File: src/rtl/alu_muldiv_seq.sv
// ---------------------------------------------------------------------------
// alu_muldiv_seq
//
// Iterative radix-2 multiply / divide engine that sits beside the ALU in EX.
// It replaces the single-cycle `*`, `/` and `%` paths. Every operation takes a
// fixed number of cycles and has no early-out.
//
//   MUL : unsigned shift-add.
//         {result2, result1} = a * b
//   DIV : unsigned restoring division.
//         result1 = a / b, result2 = a % b
//         Divide by zero yields quotient = all ones and remainder = a.
//
// Timing, for a start accepted at edge k:
//   - busy is high after edges k .. k+WIDTH-1.
//   - At edge k+WIDTH, done pulses for one cycle and the results update.
//   - The next start can be accepted one cycle after done.
//
// Ports:
//   clk      in   rising-edge clock
//   rst_n    in   synchronous active-low reset
//   start    in   request; sampled only in IDLE
//   cancel   in   abort the operation in flight (pipeline flush)
//   op       in   [3:0] operation code, sampled with start
//   a        in   [WIDTH-1:0] multiplicand / dividend, sampled with start
//   b        in   [WIDTH-1:0] multiplier / divisor, sampled with start
//   busy     out  high while iterating
//   done     out  one-cycle pulse when result1/result2 update
//   result1  out  [WIDTH-1:0] product low word / quotient
//   result2  out  [WIDTH-1:0] product high word / remainder
// ---------------------------------------------------------------------------
module alu_muldiv_seq #(
    parameter int         WIDTH  = 32,
    parameter logic [3:0] OP_MUL = 4'b0011,
    parameter logic [3:0] OP_DIV = 4'b0100
) (
    input  logic             clk,
    input  logic             rst_n,
    input  logic             start,
    input  logic             cancel,
    input  logic [3:0]       op,
    input  logic [WIDTH-1:0] a,
    input  logic [WIDTH-1:0] b,
    output logic             busy,
    output logic             done,
    output logic [WIDTH-1:0] result1,
    output logic [WIDTH-1:0] result2
);

    localparam int               CNT_W    = (WIDTH > 1) ? $clog2(WIDTH) : 1;
    localparam logic [CNT_W-1:0] CNT_LAST = CNT_W'(WIDTH - 1);

    typedef enum logic [1:0] {
        S_IDLE = 2'd0,
        S_MUL  = 2'd1,
        S_DIV  = 2'd2,
        S_DONE = 2'd3
    } state_t;

    state_t             r_state;

    // MUL: r_opa is the multiplicand.
    // DIV: r_opa starts as the dividend; quotient bits shift in at its LSB
    //      while dividend bits leave at its MSB.
    logic [WIDTH-1:0]   r_opa;

    // MUL: r_opb is the multiplier and shifts right each step.
    // DIV: r_opb is the divisor and stays constant.
    logic [WIDTH-1:0]   r_opb;

    // MUL: r_acc holds the full 2*WIDTH product.
    // DIV: the low WIDTH bits hold the partial remainder.
    logic [2*WIDTH-1:0] r_acc;

    logic [CNT_W-1:0]   r_cnt;
    logic               r_busy;
    logic               r_done;
    logic [WIDTH-1:0]   r_res1;
    logic [WIDTH-1:0]   r_res2;

    // ---------------- multiply step ----------------
    // The upper-half add keeps its carry (WIDTH+1 bits). The carry becomes the
    // MSB of the product after the right shift.
    logic [WIDTH:0]     w_mul_sum;
    logic [2*WIDTH-1:0] w_mul_next;

    assign w_mul_sum  = {1'b0, r_acc[2*WIDTH-1:WIDTH]}
                      + (r_opb[0] ? {1'b0, r_opa} : {(WIDTH+1){1'b0}});
    assign w_mul_next = {w_mul_sum, r_acc[WIDTH-1:1]};

    // ---------------- divide step ----------------
    // The shifted remainder can reach WIDTH+1 bits, so the compare is done at
    // WIDTH+1 bits. When the subtract happens, the true difference is below the
    // divisor and therefore fits in WIDTH bits. The low-word subtraction is
    // exact in that case.
    // With a zero divisor, every step subtracts nothing. The quotient fills
    // with ones and the dividend bits pass straight into the remainder.
    logic [WIDTH:0]     w_rem_sh;
    logic               w_div_ge;
    logic [WIDTH-1:0]   w_rem_diff;
    logic [WIDTH-1:0]   w_rem_next;
    logic [WIDTH-1:0]   w_quo_next;

    assign w_rem_sh   = {r_acc[WIDTH-1:0], r_opa[WIDTH-1]};
    assign w_div_ge   = (w_rem_sh >= {1'b0, r_opb});
    assign w_rem_diff = w_rem_sh[WIDTH-1:0] - r_opb;
    assign w_rem_next = w_div_ge ? w_rem_diff : w_rem_sh[WIDTH-1:0];
    assign w_quo_next = {r_opa[WIDTH-2:0], w_div_ge};

    logic w_op_valid;
    assign w_op_valid = (op == OP_MUL) || (op == OP_DIV);

    always_ff @(posedge clk) begin
        if (!rst_n) begin
            r_state <= S_IDLE;
            r_opa   <= '0;
            r_opb   <= '0;
            r_acc   <= '0;
            r_cnt   <= '0;
            r_busy  <= 1'b0;
            r_done  <= 1'b0;
            r_res1  <= '0;
            r_res2  <= '0;
        end else begin
            r_done <= 1'b0;
            case (r_state)
                S_IDLE: begin
                    // cancel in the same cycle as start suppresses the request
                    if (start && !cancel && w_op_valid) begin
                        r_opa   <= a;
                        r_opb   <= b;
                        r_acc   <= '0;
                        r_cnt   <= '0;
                        r_busy  <= 1'b1;
                        r_state <= (op == OP_MUL) ? S_MUL : S_DIV;
                    end
                end

                S_MUL, S_DIV: begin
                    if (cancel) begin
                        // Flush: partial work is dropped and results are kept.
                        r_state <= S_IDLE;
                        r_busy  <= 1'b0;
                    end else begin
                        if (r_state == S_MUL) begin
                            r_acc <= w_mul_next;
                            r_opb <= r_opb >> 1;
                        end else begin
                            r_acc[WIDTH-1:0] <= w_rem_next;
                            r_opa            <= w_quo_next;
                        end
                        r_cnt <= r_cnt + CNT_W'(1);
                        if (r_cnt == CNT_LAST) begin
                            r_state <= S_DONE;
                            r_busy  <= 1'b0;
                            r_done  <= 1'b1;
                            if (r_state == S_MUL) begin
                                r_res1 <= w_mul_next[WIDTH-1:0];
                                r_res2 <= w_mul_next[2*WIDTH-1:WIDTH];
                            end else begin
                                r_res1 <= w_quo_next;
                                r_res2 <= w_rem_next;
                            end
                        end
                    end
                end

                S_DONE: begin
                    r_state <= S_IDLE;
                end

                default: begin
                    r_state <= S_IDLE;
                    r_busy  <= 1'b0;
                end
            endcase
        end
    end

    assign busy    = r_busy;
    assign done    = r_done;
    assign result1 = r_res1;
    assign result2 = r_res2;

endmodule

File: config.mk
export PLATFORM = sky130hd
export DESIGN_NAME = alu_muldiv_seq
export DESIGN_NICKNAME = d
export VERILOG_FILES = /design/src/rtl/alu_muldiv_seq.sv
export SDC_FILE = /design/constraint.sdc
export NUM_CORES = 1
export LEC_CHECK = 0
export BUFFER_PORTS_ARGS = -buffer_cell sky130_fd_sc_hd__buf_2
export CORE_ASPECT_RATIO = 1.75
export CORE_MARGIN = 4
export CORE_UTILIZATION = 35
export CTS_CLUSTER_SIZE = 25
export DETAILED_ROUTE_END_ITERATION = 8
export PLACE_DENSITY_LB_ADDON = 0.2
export RECOVER_POWER = 25
export REMOVE_ABC_BUFFERS = 1
export SLEW_MARGIN = 20
export SYNTH_ARGS = -nofsm -noshare
export SYNTH_HDL_FRONTEND = slang
export SYNTH_SLANG_ARGS = --single-unit
File: constraint.sdc
create_clock -name clk -period 6.6 [get_ports clk]
set_input_delay 0.66 -clock clk [delete_from_list [all_inputs] [get_ports clk]]
set_output_delay 0.66 -clock clk [all_outputs]
set_load 0.02 [all_outputs]
==> reports/qor_table.md, run 1 <==
| Metric | This run |
| --- | --- |
| Critical path data arrival time | 4770 ps |
| Leakage | 5.334 nW |
| CTS tree | built |
| Setup violations, final | 0 |
| Flip-flop cell with the highest count after synthesis | sky130_fd_sc_hd__dfxtp_1 |
| Fraction of met2 tracks used by global routing | 0.3832 |
| Max-cap viol count | 0 |
| Power consumption | 4.688 mW |
| Vias per cell | 5.477 |
| Cell Pwr Density | 341.5 mW/mm^2 |
| Most used standard cell by instance count after synthesis | sky130_fd_sc_hd__dfxtp_1 |
| Critical Setup Path Class | reg2reg |
| Status | finished clean |
| Via total after detailed routing | 10933 |
| Die extent in x | 148 um |
| Std-Cell Rows | 89 |
| FF-to-FF End | result2[28] |
| Smallest hold slack | 432.5 ps |
| Y dimension of the die | 253 um |
| Root buffer selected by CTS | sky130_fd_sc_hd__clkbuf_16 |
| Shortest period the worst path allows | 4376 ps |
| Worst rel slew slack | 0.3131 |
| Number of gates resized after CTS | 0 |
| Biggest area consumer among synthesized cells | sky130_fd_sc_hd__dfxtp_1 |
| Postcts setup bufs | 0 |
| Final global-route overflow total | 0 |
| Register-to-Register Path Depth | 15 |
| Nets | 1671 |
| Remaining antenna violation count after routing | 0 |
| Count of endpoints failing hold in the final timing report | 0 |
| Part of the Yosys area used for sequential elements | 0.3352 |
| Distinct cell type count of the synthesized netlist | 69 |
| Sort of element at the end of the critical path | flip-flop |
| Final Routed Wirelength | 39.58 mm |
| Filler instances | 3538 |
| Synthesis-to-layout area growth | 14.34% |
| Core Area | 0.03385 sq mm |
| Worst-path maximum fanout | 19 |
| Later-pin clock latency in the skew report | 520 ps |
| Cell types occupying the most area after synthesis | sky130_fd_sc_hd__dfxtp_1 34%, sky130_fd_sc_hd__mux2i_1 7.8%, sky130_fd_sc_hd__ha_1 7.2%, sky130_fd_sc_hd__a211oi_1 6.2%, sky130_fd_sc_hd__nor2_1 5.3% |
| CTS Hold Buffers Added | 0 |
| Most heavily used metal layer in global routing | met2 |
| Vias in the first global route | 11010 |
| FF+latch count, synth | 201 |
| Antenna violations before repair | 0 |
| Boundary pin count | 138 |
| Count of input and output buffers | 137 |
| Die footprint | 0.03744 sq mm |
| Maximum number of pins on one net before global-route repair | 83 |
| # clock sinks | 201 |
| Antenna fix cells | 0 |
| Yosys synthesis warning count | 0 |
| Starting utilization of the core area | 0.3546 |
| Unrepaired setup endpoints after global routing | false |
| F_max | 0.2285 GHz |
| Maximum level of the CTS H-tree | 1 |
| Worst min path class | in2reg |
| Transition time of the tightest slew-check pin | 1030 ps |
| Max Buffers Root-to-Sink | 3 |
| Global-route usage over all layers | 0.2062 |
| Critical Path RT | 7000 ps |
| First-pass iteration count of the detailed router | 5 |
| Post-synthesis instance area | 0.01201 sq mm |
| Final RePlAce weighted congestion | 0.8603 |
| Number of flops mapped to enable cells by yosys | 0 |
| Fraction of synthesized cell area taken by the top area cell type | 0.3352 |
| Critical register-to-register path startpoint | r_opb[0] |
| Max-slew violations | 0 |
| Leading cell types by count after synthesis | 201 x sky130_fd_sc_hd__dfxtp_1, 171 x sky130_fd_sc_hd__nor2_1, 109 x sky130_fd_sc_hd__a21oi_1 |
| DRC violation total after the first TritonRoute iteration | 549 |
| Reg-to-reg slack, setup | 2220 ps |
| Fraction of registers with async set or reset after synthesis | 0 |
| Post-route fraction of the period consumed by the critical path | 0.6630 |
| Worst setup path endpoint | result2[28] |
| Met3 usage in global routing | 0.02310 |
| Cts bufs inserted | 22 |
| Startpoint kind of the worst setup timing path | flip-flop |
| Post-synthesis area per instance | 8.325 sq um |
| Register clock-pin slew on the reported worst setup and hold paths | 60 ps |
| First-pass GRT wire length | 61.81 mm |
| Critical Path Source | r_opb[0] |
| Maximum VDD drop | 0.1854 mV |
| Number of instances in the synthesized netlist | 1442 |
| Clock skew | 15.45 ps |
| GR met1 Demand/Resource | 0.2458 |
| Average detailed-routed wire length per instance | 19.83 um |
| DRC viols | 0 |
| Layout cell share with drive strength beyond 1 | 0.09799 |
| Half-perimeter wire length after detailed placement | 27.82 mm |
## worst min-delay path by stage
stage	endpoint	slack, ps	startpoint	cells past startpoint
after floorplan	r_acc[63]	440	r_acc[63]	2
after global placement	r_acc[63]	440	r_acc[63]	2
after detailed placement	result2[6]	460	result2[6]	2
after CTS	r_opb[31]	410	b[31]	3
after global routing	r_opb[31]	430	b[31]	3
final	r_opb[31]	430	b[31]	3
## sequential cells by signal (all words and copies together), names as in the netlist
register  cells
r_opa        32
r_cnt         5
r_opb        32
result1      32
result2      32
done          1
r_acc        64
r_state       2
busy          1
## cell families after synthesis
group | Yosys count | share of synthesized area
compound gates | 478 | 0.2738
xor+xnor | 54 | 0.03940
fa+ha+maj | 71 | 0.07525
buf+inv | 146 | 0.04721
flops | 201 | 0.3352
mux | 93 | 0.07754
simple gates | 399 | 0.1516
## critical path, stage by stage, from the launching register on
cell	delay, ps
sky130_fd_sc_hd__dfxtp_1	730
sky130_fd_sc_hd__buf_4	380
sky130_fd_sc_hd__ha_1	220
sky130_fd_sc_hd__inv_1	50
sky130_fd_sc_hd__fa_1	420
sky130_fd_sc_hd__a211o_1	330
sky130_fd_sc_hd__a21o_1	180
sky130_fd_sc_hd__o21ai_1	290
sky130_fd_sc_hd__o31ai_1	120
sky130_fd_sc_hd__nor2_1	200
sky130_fd_sc_hd__a31oi_1	150
sky130_fd_sc_hd__o41ai_1	500
sky130_fd_sc_hd__o21ai_1	170
sky130_fd_sc_hd__xor2_1	160
sky130_fd_sc_hd__a21oi_1	220
sky130_fd_sc_hd__o31ai_1	100
## layer usage
layer	up-vias	wire length, um
li1	5409	-
met1	5231	16500
met2	236	20760
met3	57	1370
met4	0	954
met5	-	0
## layout make-up
type | instances | area [sq um] | area share
multi-input combinational | 1095 | 7492 | 0.5458
sequential | 201 | 4024 | 0.2931
timing repair buffer | 153 | 750.7 | 0.05469
clock buffer | 30 | 641.9 | 0.04676
tap | 455 | 569.3 | 0.04147
inverter | 55 | 209.0 | 0.01522
clock inverter | 7 | 40.04 | 0.002917
## report_power, final
| part | internal, mW | switching [mW] | leakage [nW] |
|---|---|---|---|
| logic | 0.765 | 1.28 | 3.37 |
| clock network | 0.678 | 0.521 | 0.336 |
| registers | 1.32 | 0.119 | 1.63 |
## cell usage in the layout, fill, tap and decap left out, drive strengths merged, types with 23 or more instances in the layout
cell type  count
and2          41
a22oi         29
nand2b        25
nor2         171
nand2         90
inv           54
clkbuf        96
a211oi       104
mux2i         93
dfxtp        201
a21oi        110
buf           87
xnor2         37
ha            69
a21o          31
o21ai         85
nand3         23
## through the flow
step                std cells  setup WS [ps]  area [sq um]  TNS, ps    util
floorplan                1351         -206.7         11640    -6409       -
global placement         1957           2350         13080        0  0.3863
detailed placement       1959           2296         13120        0  0.3875
CTS                      1996           2237         13800        0  0.4077
global route             1996           1881         13730        0  0.4055
finish                   1996           2224         13730        0  0.4055
Power figures use the tool's default switching activity.
==> inputs of run 2 (changes only) <==
Clock period 6.6 ns to 3.94 ns, I/O delays scaled along.
==> reports/qor_table.md, run 2 (same netlist as run 1, synthesis figures left out) <==
| Metric | This run | vs previous |
| --- | --- | --- |
| Status | finished clean |  |
| Maximum number of pins on one net before global-route repair | 97 | +17% |
| Worst min path class | in2reg |  |
| Count of input and output buffers | 137 | unchanged |
| Post-route fraction of the period consumed by the critical path | 0.9344 | +0.2714 |
| Y dimension of the die | 253 um | unchanged |
| Die extent in x | 148 um | unchanged |
| Power consumption | 8.094 mW | +73% |
| Register clock-pin slew on the reported worst setup and hold paths | 60 ps | about the same |
| Number of flip-flops in the largest register | 64 | unchanged |
| Die footprint | 0.03744 sq mm | unchanged |
| CTS tree | built |  |
| Worst-path maximum fanout | 21 | +2 |
| Filler instances | 3591 | +1.5% |
| Half-perimeter wire length after detailed placement | 28.51 mm | +2.5% |
| Maximum VDD drop | 0.4745 mV | +160% |
| Via total after detailed routing | 10950 | +0.16% |
| CTS Hold Buffers Added | 0 | unchanged |
| First-pass iteration count of the detailed router | 8 | +3 |
| Transition time of the tightest slew-check pin | 1056 ps | +25.42 ps |
| DRC violation total after the first TritonRoute iteration | 617 | +12% |
| Vias in the first global route | 10956 | -0.49% |
| Core Area | 0.03385 sq mm | unchanged |
| Antenna fix cells | 0 | unchanged |
| FF-to-FF End | r_acc[29] |  |
| Critical Path RT | 4400 ps | -2600 ps |
| Layout cell share with drive strength beyond 1 | 0.1062 | +0.008189 |
| Synthesis-to-layout area growth | 15.96% |  |
| Starting utilization of the core area | 0.3546 | unchanged |
| Postcts setup bufs | 0 | unchanged |
| Final Routed Wirelength | 39.64 mm | +0.16% |
| Leakage | 5.449 nW | +2.2% |
| Hold Crit Start | b[31] |  |
| Max-cap viol count | 0 | unchanged |
| Largest register by flop count | r_acc |  |
| Cell Pwr Density | 581.5 mW/mm^2 | +70% |
| Critical Setup Path Class | reg2reg |  |
| Shortest period the worst path allows | 3682 ps | -694.5 ps |
| Boundary pin count | 138 | unchanged |
| Hold Crit Endpoint | r_opb[31] |  |
| Critical path data arrival time | 4140 ps | -630 ps |
| Final RePlAce weighted congestion | 0.9135 | +6.2% |
| Count of endpoints failing hold in the final timing report | 0 | unchanged |
| Average detailed-routed wire length per instance | 19.73 um | -0.49% |
| Remaining antenna violation count after routing | 0 | unchanged |
| Reg-to-reg slack, setup | 260 ps | -1970 ps |
| Most frequent standard cell in the layout excluding fill and tap cells | sky130_fd_sc_hd__dfxtp_1 |  |
| Sort of element at the end of the critical path | flip-flop |  |
| Final global-route overflow total | 0 | unchanged |
| Unrepaired setup endpoints after global routing | false |  |
| Maximum level of the CTS H-tree | 1 | unchanged |
| Setup violations, final | 0 | unchanged |
| Critical register-to-register path startpoint | r_opb[6] |  |
| Hold-critical path depth | 3 | unchanged |
| F_max | 0.2716 GHz | +19% |
| Smallest hold slack | 159.3 ps | -273.2 ps |
| Max-slew violations | 0 | unchanged |
| Antenna violations before repair | 0 | unchanged |
| Nets | 1684 | +0.78% |
| Std-Cell Rows | 89 | unchanged |
| Root buffer selected by CTS | sky130_fd_sc_hd__clkbuf_16 |  |
| Startpoint kind of the worst setup timing path | flip-flop |  |
| Clock skew | 13.56 ps | -1.882 ps |
| # clock sinks | 201 | unchanged |
| Vias per cell | 5.450 | -0.49% |
| Register-to-Register Path Depth | 12 | -3 |
| Max Buffers Root-to-Sink | 3 | unchanged |
| Global-route usage over all layers | 0.2056 | -0.0006224 |
| Top library cells by usage in the layout, fill and taps aside | 201 x sky130_fd_sc_hd__dfxtp_1, 170 x sky130_fd_sc_hd__nor2_1, 107 x sky130_fd_sc_hd__a21oi_1 |  |
| DRC viols | 0 | unchanged |
| Cts bufs inserted | 22 | unchanged |
| Later-pin clock latency in the skew report | 530 ps | about the same |
| First-pass GRT wire length | 61.47 mm | -0.56% |
| Worst rel slew slack | 0.2962 | -0.01695 |
[run 2: routing by layer]
layer | track usage | up-vias | wire length (um) | share of wire
met5 | 0 | - | 0 | 0
met1 | 0.2396 | 5177 | 16340 | 0.41
met4 | 0.09564 | 0 | 1892 | 0.048
met2 | 0.3765 | 238 | 20160 | 0.51
met3 | 0.01898 | 86 | 1257 | 0.032
li1 | - | 5449 | - | -
[run 2: cell type report]
class / instances / area [sq um] / share of cell area
repair buffers: 165 / 858.3 / 0.06166
flip-flops and latches: 201 / 4024 / 0.2891
clock inverters: 6 / 107.6 / 0.007730
well taps: 455 / 569.3 / 0.04090
inverters: 55 / 209.0 / 0.01501
clock buffers: 31 / 655.6 / 0.04710
multi-input cells: 1096 / 7497 / 0.5386
[run 2: worst max-delay path by stage]
stage                from     endpoint  slack [ps]  cells after the start
4_1_cts          r_opb[6]  result2[30]         230                     12
2_1_floorplan  r_state[1]     r_opb[0]       -2870                      6
5_1_grt          r_opb[0]  result2[30]           4                     14
6_report         r_opb[6]    r_acc[29]         260                     12
3_3_place_gp     r_opb[3]  result2[20]          20                     14
3_5_place_dp     r_opb[3]  result2[20]          30                     14
[run 2: power by group]
part	switching, mW	total, mW	internal, mW
Combinational	2.15	3.46	1.32
Clock	0.874	2.22	1.35
Sequential	0.189	2.41	2.22
[run 2: critical path, cell delays in order, from the launching register on]
cell                       delay, ps
sky130_fd_sc_hd__dfxtp_1         350
sky130_fd_sc_hd__inv_1            80
sky130_fd_sc_hd__ha_1            380
sky130_fd_sc_hd__a211o_1         340
sky130_fd_sc_hd__a21oi_2         160
sky130_fd_sc_hd__nand2b_1         80
sky130_fd_sc_hd__o21ai_2         200
sky130_fd_sc_hd__a41oi_2         260
sky130_fd_sc_hd__o41ai_4         620
sky130_fd_sc_hd__o31a_2          590
sky130_fd_sc_hd__a21oi_1         130
sky130_fd_sc_hd__o21ai_1         220
sky130_fd_sc_hd__a32o_1          210
[run 2: metrics by stage]
step	cell area [sq um]	utilization	std cells	worst slack, ps	setup TNS (ps)
2_1_floorplan	11640	-	1351	-2867	-253040
3_3_place_gp	13190	0.3897	1970	19.43	0
3_5_place_dp	13220	0.3906	1971	32.02	0
6_report	13920	0.4112	2009	258.5	0
4_1_cts	13990	0.4134	2008	229.5	0
5_1_grt	13920	0.4112	2009	3.883	0
[run 2: repair_timing]
action | CTS | global route
gates cloned | 0 | 1
gates resized for setup | 1 | 0
endpoints found under the setup margin | 1 | 2
pin swaps | 0 | 1
endpoints found under the hold margin | 0 | 0
==> inputs of run 3 (changes only) <==
--- a/config.mk
+++ b/config.mk
@@ -12,5 +12,4 @@
 export CTS_CLUSTER_SIZE = 25
 export DETAILED_ROUTE_END_ITERATION = 8
-export PLACE_DENSITY_LB_ADDON = 0.2
 export RECOVER_POWER = 25
 export REMOVE_ABC_BUFFERS = 1
==> constraint.sdc (replaced) <==
create_clock -name clk -period 3.94 [get_ports clk]
set_input_delay 0.788 -clock clk [delete_from_list [all_inputs] [get_ports clk]]
set_output_delay 0.788 -clock clk [all_outputs]
set_load 0.02 [all_outputs]
==> reports/qor_table.md, run 3 (same netlist as run 1, synthesis figures left out) <==
| Metric | This run | vs previous |
| --- | --- | --- |
| Status | finished clean |  |
| CTS Hold Buffers Added | 0 | unchanged |
| # clock sinks | 201 | unchanged |
| Most frequent standard cell in the layout excluding fill and tap cells | sky130_fd_sc_hd__dfxtp_1 |  |
| Worst rel slew slack | 0.3268 | +0.03063 |
| CTS tree | built |  |
| Average detailed-routed wire length per instance | 19.89 um | +0.82% |
| Via total after detailed routing | 11114 | +1.5% |
| Antenna violations before repair | 0 | unchanged |
| Critical Path RT | 4410 ps | about the same |
| Maximum level of the CTS H-tree | 1 | unchanged |
| Half-perimeter wire length after detailed placement | 29.01 mm | +1.7% |
| Global-route usage over all layers | 0.2082 | +0.002627 |
| F_max | 0.2685 GHz | -1.2% |
| Root buffer selected by CTS | sky130_fd_sc_hd__clkbuf_16 |  |
| Later-pin clock latency in the skew report | 530 ps | about the same |
| Nets | 1690 | +0.36% |
| Max Buffers Root-to-Sink | 3 | unchanged |
| Transition time of the tightest slew-check pin | 1007 ps | -48.38 ps |
| Startpoint kind of the worst setup timing path | flip-flop |  |
| Count of endpoints failing hold in the final timing report | 0 | unchanged |
| Final core utilization | 0.4130 | +0.001737 |
| Min setup slack post-route | 215.5 ps | -43.00 ps |
| Remaining antenna violation count after routing | 0 | unchanged |
| Worst-case setup slack after placement | 162.5 ps | +130.5 ps |
| DRC viols | 0 | unchanged |
| Power consumption | 8.189 mW | +1.2% |
| Critical path data arrival time | 4190 ps | +50 ps |
| Layout cell share with drive strength beyond 1 | 0.1120 | +0.005787 |
| Final Routed Wirelength | 40.15 mm | +1.3% |
| Cts bufs inserted | 22 | unchanged |
| Clock skew | 13.93 ps | +0.3664 ps |
| Post-route setup TNS | 0 ps | unchanged |
| Layout Cell Area excl Fill | 0.01398 sq mm | +0.42% |
| Unrepaired setup endpoints after global routing | false |  |
| Top library cells by usage in the layout, fill and taps aside | 201 x sky130_fd_sc_hd__dfxtp_1, 170 x sky130_fd_sc_hd__nor2_1, 107 x sky130_fd_sc_hd__a21oi_1 |  |
| Boundary pin count | 138 | unchanged |
| Y dimension of the die | 253 um | unchanged |
| Die footprint | 0.03744 sq mm | unchanged |
| DRC violation total after the first TritonRoute iteration | 641 | +3.9% |
| Number of flip-flops in the largest register | 64 | unchanged |
| Leakage | 5.485 nW | +0.66% |
| Maximum number of pins on one net before global-route repair | 63 | -35% |
| Post-DP Area | 0.01325 sq mm | +0.25% |
| Synthesis-to-layout area growth | 16.45% |  |
| Critical Setup Path Class | reg2reg |  |
| Max-slew violations | 0 | unchanged |
| First-pass GRT wire length | 62.36 mm | +1.4% |
| Maximum VDD drop | 0.4626 mV | -2.5% |
| Final RePlAce weighted congestion | 0.9297 | +1.8% |
| Antenna fix cells | 0 | unchanged |
| Starting utilization of the core area | 0.3546 | unchanged |
| Count of input and output buffers | 137 | unchanged |
| Core Area | 0.03385 sq mm | unchanged |
| Vias per cell | 5.507 | +1.0% |
| Sort of element at the end of the critical path | flip-flop |  |
| First-pass iteration count of the detailed router | 5 | -3 |
| Worst min path class | reg2reg |  |
| Post-route fraction of the period consumed by the critical path | 0.9453 | +0.01091 |
| Vias in the first global route | 11396 | +4.0% |
| Std-Cell Rows | 89 | unchanged |
| Cell Pwr Density | 585.8 mW/mm^2 | +0.75% |
| Die extent in x | 148 um | unchanged |
| Worst-path maximum fanout | 21 | unchanged |
| Shortest period the worst path allows | 3725 ps | +43.00 ps |
| Final global-route overflow total | 0 | unchanged |
| Number of gates resized after CTS | 0 | -1 |
| Postcts setup bufs | 0 | unchanged |
| Setup violations, final | 0 | unchanged |
| Largest register by flop count | r_acc |  |
| Register clock-pin slew on the reported worst setup and hold paths | 70 ps | about the same |
| Max-cap viol count | 0 | unchanged |
==> run 3: cell types whose count changed in the layout (fill, tap and decap cells not counted), sizes merged <==
cell,previous run,this run
buf,99,105
clkinv,2,5
bufinv,3,2
clkbuf,97,98
clkinvlp,1,2
inv,55,54
==> run 3: critical path, cell delays in order (launching register included) <==
cell and delay, ps:
sky130_fd_sc_hd__dfxtp_1 360, sky130_fd_sc_hd__inv_1 80, sky130_fd_sc_hd__ha_1 390, sky130_fd_sc_hd__a211o_1 340, sky130_fd_sc_hd__a21oi_2 160, sky130_fd_sc_hd__nand2b_1 80
sky130_fd_sc_hd__o21ai_2 200, sky130_fd_sc_hd__a41oi_2 270, sky130_fd_sc_hd__o41ai_4 610, sky130_fd_sc_hd__o31a_2 580, sky130_fd_sc_hd__a21oi_1 140, sky130_fd_sc_hd__o21ai_1 230
sky130_fd_sc_hd__a32o_1 210
==> run 3: final cells by class <==
| cell class | instances | area [sq um] |
|---|---|---|
| tap | 455 | 569.3 |
| fill | 3534 | 19870 |
| multi-input combinational | 1096 | 7501 |
| clock buffer | 32 | 679.4 |
| timing repair buffer | 171 | 890.9 |
| sequential | 201 | 4024 |
| inverter | 55 | 209.0 |
| clock inverter | 8 | 106.4 |
==> run 3: worst paths after layout <==
path	slack (ps)	startpoint	cells after the start	endpoint
worst max-delay path	220	r_opb[6]	12	r_acc[29]
worst min-delay path	460	r_acc[63]	2	r_acc[63]
worst max register to register	220	r_opb[6]	12	r_acc[29]
worst min register to register	460	r_acc[63]	2	r_acc[63]
==> run 3: power breakdown <==
group	internal, mW	switching, mW	total (mW)
logic	1.34	2.21	3.55
registers	2.22	0.187	2.41
clock network	1.33	0.895	2.23
total	4.89	3.30	8.19
==> run 3: routing by layer <==
metal / track usage / up-vias / share of wire
met4: 0.1231 / 0 / 0.063
met5: 0 / - / 0
met1: 0.2325 / 5236 / 0.40
met3: 0.02274 / 117 / 0.041
li1: - / 5460 / -
met2: 0.3777 / 301 / 0.50
==> run 3: metrics by stage <==
| stage | hold WS (ps) | std cells |
|---|---|---|
| global route | 503.1 | 2018 |
| floorplan | 436.2 | 1351 |
| CTS | 462.6 | 2017 |
| finish | 462.5 | 2018 |
| detailed placement | 453.1 | 1977 |
| global placement | 441.6 | 1976 |
